===== config.mk =====
export PLATFORM = sky130hd
export DESIGN_NAME = mem_port_arbiter
export DESIGN_NICKNAME = d
export VERILOG_FILES = /design/src/rtl/cpu_mem_pkg.sv /design/src/rtl/mem_wait_timer.sv /design/src/rtl/mem_port_arbiter.sv
export SDC_FILE = /design/constraint.sdc
export NUM_CORES = 1
export LEC_CHECK = 0
export CORE_AREA = 3 3 105 107
export DETAILED_ROUTE_END_ITERATION = 16
export DIE_AREA = 0 0 108 110
export DONT_BUFFER_PORTS = 1
export SYNTH_ARGS = -nofsm -noshare
export SYNTH_HDL_FRONTEND = slang
export SYNTH_HIERARCHICAL = 1
export SYNTH_SLANG_ARGS = --single-unit

===== constraint.sdc =====
create_clock -name clk -period 2.09 [get_ports clk]
set_clock_uncertainty 0.05 [all_clocks]
set_input_delay 0.3135 -clock clk [delete_from_list [all_inputs] [get_ports clk]]
set_output_delay 0.3135 -clock clk [all_outputs]
set_load 0.1 [all_outputs]

===== src/rtl/cpu_mem_pkg.sv =====
// Shared types and constants for the core's memory-port sequencing logic.
package cpu_mem_pkg;

  typedef enum logic {
    ARB_IDLE   = 1'b0,
    ARB_ACCESS = 1'b1
  } arb_state_t;

  localparam logic REQ_CPU = 1'b0;
  localparam logic REQ_DMA = 1'b1;

  localparam int unsigned DEFAULT_TIMEOUT = 15;
  localparam int unsigned WAIT_CNT_W      = 8;

endpackage


===== src/rtl/mem_wait_timer.sv =====
// Counts cycles an access has waited on the memory; flags when the limit is hit.
module mem_wait_timer
  import cpu_mem_pkg::*;
#(
  parameter int unsigned TIMEOUT = DEFAULT_TIMEOUT
) (
  input  logic clk,
  input  logic reset,
  input  logic clear,
  input  logic enable,
  output logic expired_c
);

  logic [WAIT_CNT_W-1:0] count;

  // Saturating wait counter, cleared whenever a new access is granted.
  always_ff @(posedge clk) begin
    if (reset || clear) begin
      count <= '0;
    end else if (enable && (count != '1)) begin
      count <= count + WAIT_CNT_W'(1);
    end
  end

  assign expired_c = (count == WAIT_CNT_W'(TIMEOUT));

endmodule


===== src/rtl/mem_port_arbiter.sv =====
// Round-robin sequencer for the single shared memory port (CPU vs DMA/loader).
module mem_port_arbiter
  import cpu_mem_pkg::*;
#(
  parameter int unsigned AW      = 32,
  parameter int unsigned DW      = 32,
  parameter int unsigned TIMEOUT = DEFAULT_TIMEOUT
) (
  input  logic          clk,
  input  logic          reset,
  input  logic          req0,
  input  logic          req1,
  input  logic          we0,
  input  logic          we1,
  input  logic [AW-1:0] addr0,
  input  logic [AW-1:0] addr1,
  input  logic [DW-1:0] wdata0,
  input  logic [DW-1:0] wdata1,
  output logic          gnt0,
  output logic          gnt1,
  output logic          done0,
  output logic          done1,
  output logic          err0,
  output logic          err1,
  output logic [DW-1:0] rdata,
  output logic          mem_req,
  output logic          mem_we,
  output logic [AW-1:0] mem_addr,
  output logic [DW-1:0] mem_wdata,
  input  logic          mem_ready,
  input  logic [DW-1:0] mem_rdata,
  output logic          busy
);

  arb_state_t state;
  logic       owner;
  logic       last_grant;
  logic       arb_open;
  logic       pick_dma;
  logic       expired;

  // Grant decision: a lone requester wins, a tie goes to whoever did not win last.
  always_comb begin
    arb_open = (state == ARB_IDLE) && !reset;
    pick_dma = req1 && (!req0 || (last_grant == REQ_CPU));
    gnt1     = arb_open && pick_dma;
    gnt0     = arb_open && req0 && !pick_dma;
  end

  mem_wait_timer #(
    .TIMEOUT (TIMEOUT)
  ) u_wait_timer (
    .clk       (clk),
    .reset     (reset),
    .clear     (gnt0 || gnt1),
    .enable    ((state == ARB_ACCESS) && !mem_ready),
    .expired_c (expired)
  );

  // Port sequencing FSM; completion pulses default low every cycle.
  always_ff @(posedge clk) begin
    if (reset) begin
      state      <= ARB_IDLE;
      owner      <= REQ_CPU;
      last_grant <= REQ_DMA;
      done0      <= 1'b0;
      done1      <= 1'b0;
      err0       <= 1'b0;
      err1       <= 1'b0;
      rdata      <= '0;
      mem_req    <= 1'b0;
      mem_we     <= 1'b0;
      mem_addr   <= '0;
      mem_wdata  <= '0;
      busy       <= 1'b0;
    end else begin
      done0 <= 1'b0;
      done1 <= 1'b0;
      err0  <= 1'b0;
      err1  <= 1'b0;
      rdata <= '0;
      case (state)
        ARB_IDLE: begin
          if (gnt0 || gnt1) begin
            owner      <= gnt1 ? REQ_DMA : REQ_CPU;
            last_grant <= gnt1 ? REQ_DMA : REQ_CPU;
            mem_we     <= gnt1 ? we1 : we0;
            mem_addr   <= gnt1 ? addr1 : addr0;
            mem_wdata  <= gnt1 ? wdata1 : wdata0;
            mem_req    <= 1'b1;
            busy       <= 1'b1;
            state      <= ARB_ACCESS;
          end
        end
        ARB_ACCESS: begin
          // A ready in the limit cycle still counts as a successful access.
          if (mem_ready || expired) begin
            state   <= ARB_IDLE;
            mem_req <= 1'b0;
            busy    <= 1'b0;
            done0   <= (owner == REQ_CPU);
            done1   <= (owner == REQ_DMA);
            err0    <= !mem_ready && (owner == REQ_CPU);
            err1    <= !mem_ready && (owner == REQ_DMA);
            rdata   <= (mem_ready && !mem_we) ? mem_rdata : '0;
          end
        end
        default: state <= ARB_IDLE;
      endcase
    end
  end

endmodule


==> flow_summary.yaml <==
clock_tree:
  cts_tree: "yes"
  cts_max_path_buffers: 2
  cts_root_buffer: "clkbuf_8"
  clk_pin_slew_worst_paths_ns: 0.06
  h-tree-depth: 4
  clkLatencyLatePin_ns: 0.51
  post_cts_buffers: 0
  clock-sinks: 113
  cts_buffers: 17
synth:
  yosys_most_used_dff: "dfxtp_1"
  syn_area_um2: 4740
  async_flop_share: 0
  yosys_warnings: 6
  synth_edf_count: 0
  ys_seq_area_frac: 0.477
  yosysUniqueCellTypes: 47
  avgSynthCellArea_um2: 9.09
  ys_ff_latch: 113
  synthesis.nets: 690
  synthCells: 522
power_and_ir_drop:
  p_sw_uw: 2380
  p_comb_frac: 0.243
  p_int_uw: 4680
  vdd_ir_drop_max_v: 0.000908
  clkPwrFrac: 0.428
  powerDensity_nw_per_um2: 968
  switching_share: 0.337
  p_leak_uw: 0.00287
  seqPwrFrac: 0.329
timing:
  setup_slack_ns: 0.0803
  maxSlewViolCount: 0
  fmaxAchievable_mhz: 498
  hold_violations: 0
  slew_headroom: 0.632
  post-route-period-util: 0.962
  finalCriticalPeriod_ns: 2.01
  worst_slew_pin_slew_ns: 0.557
  finalSetupViolations: 0
global_route:
  grt.overflow.total: 0
  grt_first_pass_wirelength_mm: 25.3
  grt_util_all_layers: 0.275
  first_global_vias: 4811
  grt_max_degree: 68
  antenna_found_initial: 0
floorplan:
  die_h_um: 110
  fp-row-count: 37
  die-area_um2: 11900
  fp.dieW_um: 108
  start_util: 0.464
  core_area_um2: 10200
  io_pins: 272
cells_and_area:
  diodes: 0
  fill_cells: 713
  final_common_cell: "nand2_1"
  num-nets-final: 878
  multi_input_area_um2: 2250
  layout-drive-gt1-share: 0.270
  area_growth_pct: 53.9
  final_cell_mix: "nand2_1 (136), dfxtp_1 (111), buf_4 (107), dlygate4sd3_1 (102), nor3_1 (64)"
  fin_area_um2: 7300
  instances_no_fill: 859
  ff_latch_area_um2: 2260
placement:
  detailed_place.area_um2: 5590
  dp.cells: 724
  dp_hpwl_mm: 10.0
  place_congestion: 0.841
  pre_cts_slack_ns: 0.340
  portBuffers: 0
hold_path:
  hp-start: "wdata1[10]"
  hold_depth: 2
  hold_path_class: "primary input to register"
  hold_path_end: "mem_wdata[10]"
outcome:
  status: "finished, final reports clean"
setup_path:
  critPathKind: "register to register"
  worstPathArrival_ns: 2.35
  cp-end-kind: "register"
  timing.rr.start: "u_wait_timer/count[4]"
  reg2reg_slack_ns: 0.08
  ff2ff_path_depth: 5
  cp_max_fo: 9
  r2r-end: "state"
  startpoint_type: "register"
  crit_required_ns: 2.44
route:
  wl_mm: 17.0
  ant_nets: 0
  avgViaCountPerCell: 5.66
  wire_per_inst_um: 19.8
  firstDrtPassIters: 5
  route.detailed.drc: 0
  vias: 4859
  drt_iter0_markers: 297
flow_run:
  drv_cap: 0
-- cell families after synthesis --
| family | Yosys count | synth area share |
|---|---|---|
| adder cells (fa/ha/maj) | 1 | 0.00264 |
| buffers and inverters | 53 | 0.0575 |
| flip-flops | 113 | 0.477 |
| AO/OA/AOI/OAI | 85 | 0.189 |
| multiplexers | 3 | 0.00633 |
| AND/OR/NAND/NOR | 267 | 0.267 |
-- synth_stat cells (2+ instances only) --
library cell / number / share of area
nor4_1: 2 / 0.0026
a21oi_1: 5 / 0.0053
o21ai_0: 4 / 0.0042
clkbuf_1: 18 / 0.014
nand4_1: 4 / 0.0053
nand3_1: 3 / 0.0032
inv_1: 4 / 0.0032
nor4bb_1: 2 / 0.0042
nand2_1: 137 / 0.11
nand2b_1: 3 / 0.0040
buf_6: 4 / 0.0095
and2_1: 32 / 0.042
a311oi_2: 30 / 0.095
dfxtp_1: 113 / 0.48
a31oi_1: 2 / 0.0026
buf_1: 2 / 0.0016
mux2i_1: 3 / 0.0063
nor3_1: 64 / 0.068
nor2_1: 5 / 0.0040
a311oi_1: 34 / 0.063
buf_2: 20 / 0.021
buf_4: 5 / 0.0079
nor2b_1: 2 / 0.0026
-- how the worst max path moves through the flow --
stage | startpoint | end | slack, ns | depth (start not counted)
floorplan | req1 | mem_addr[30] | 0.18 | 5
global placement | state | u_wait_timer/count[5] | 0.39 | 4
detailed placement | state | u_wait_timer/count[5] | 0.34 | 4
CTS | state | mem_wdata[4] | 0.01 | 5
global route | state | mem_addr[29] | -0.002 | 5
finish | u_wait_timer/count[4] | state | 0.08 | 5
-- layer usage --
| metal | up-vias | wire [µm] | GRT usage |
|---|---|---|---|
| li1 | 2248 | - | - |
| met1 | 2287 | 6360 | 0.297 |
| met2 | 295 | 8570 | 0.484 |
| met3 | 29 | 1700 | 0.108 |
| met4 | 0 | 367 | 0.106 |
| met5 | - | 0 | 0 |
-- worst max-delay path, cell delays in order, from the launching register on --
cell	delay (ns)
dfxtp_1	0.38
or4_1	0.54
nor2_2	0.18
nand2b_1	0.13
a21oi_1	0.06
dlygate4sd3_1	0.57
-- cell type report --
| class | count | area share |
|---|---|---|
| Sequential cell | 113 | 0.310 |
| Multi-Input combinational cell | 356 | 0.308 |
| Timing Repair Buffer | 218 | 0.271 |
| Clock buffer | 17 | 0.0567 |
| Clock inverter | 15 | 0.0284 |
| Tap cell | 136 | 0.0233 |
| Inverter | 4 | 0.00206 |
-- power by group through the flow --
stage	Clock [µW]	Sequential [µW]	Combinational, µW
global route	3190	2330	1780
detailed placement	0	2360	1490
finish	3020	2320	1720
CTS	3060	2320	1690
global placement	0	2360	1480
floorplan	0	3210	392
-- stage by stage --
| step | hold slack [ns] | utilization | power [µW] | setup TNS [ns] |
|---|---|---|---|---|
| 6_report | 0.0340 | 0.714 | 7060 | 0 |
| 3_5_place_dp | 0.345 | 0.546 | 3860 | 0 |
| 3_3_place_gp | 0.336 | 0.546 | 3840 | 0 |
| 4_1_cts | 0.00822 | 0.709 | 7070 | 0 |
| 2_1_floorplan | 0.332 | - | 3600 | 0 |
| 5_1_grt | 0.00895 | 0.714 | 7300 | -0.00298 |
-- sequential cells by signal, summed over array words and instances, names as in the netlist --
signal	flops
mem_addr	32
mem_wdata	32
rdata	32
u_wait_timer/count	8
busy	1
done0	1
done1	1
err0	1
err1	1
last_grant	1
mem_we	1
owner	1
state	1
-- timing repair --
| action | 4_1_cts | 5_1_grt |
|---|---|---|
| hold endpoints to repair | 111 | 1 |
| hold buffers | 102 | 1 |
| pin swaps | 0 | 1 |
| endpoints found under the setup margin | 1 | 12 |
| resized for setup | 1 | 11 |
(Power assumes the default switching activity.)
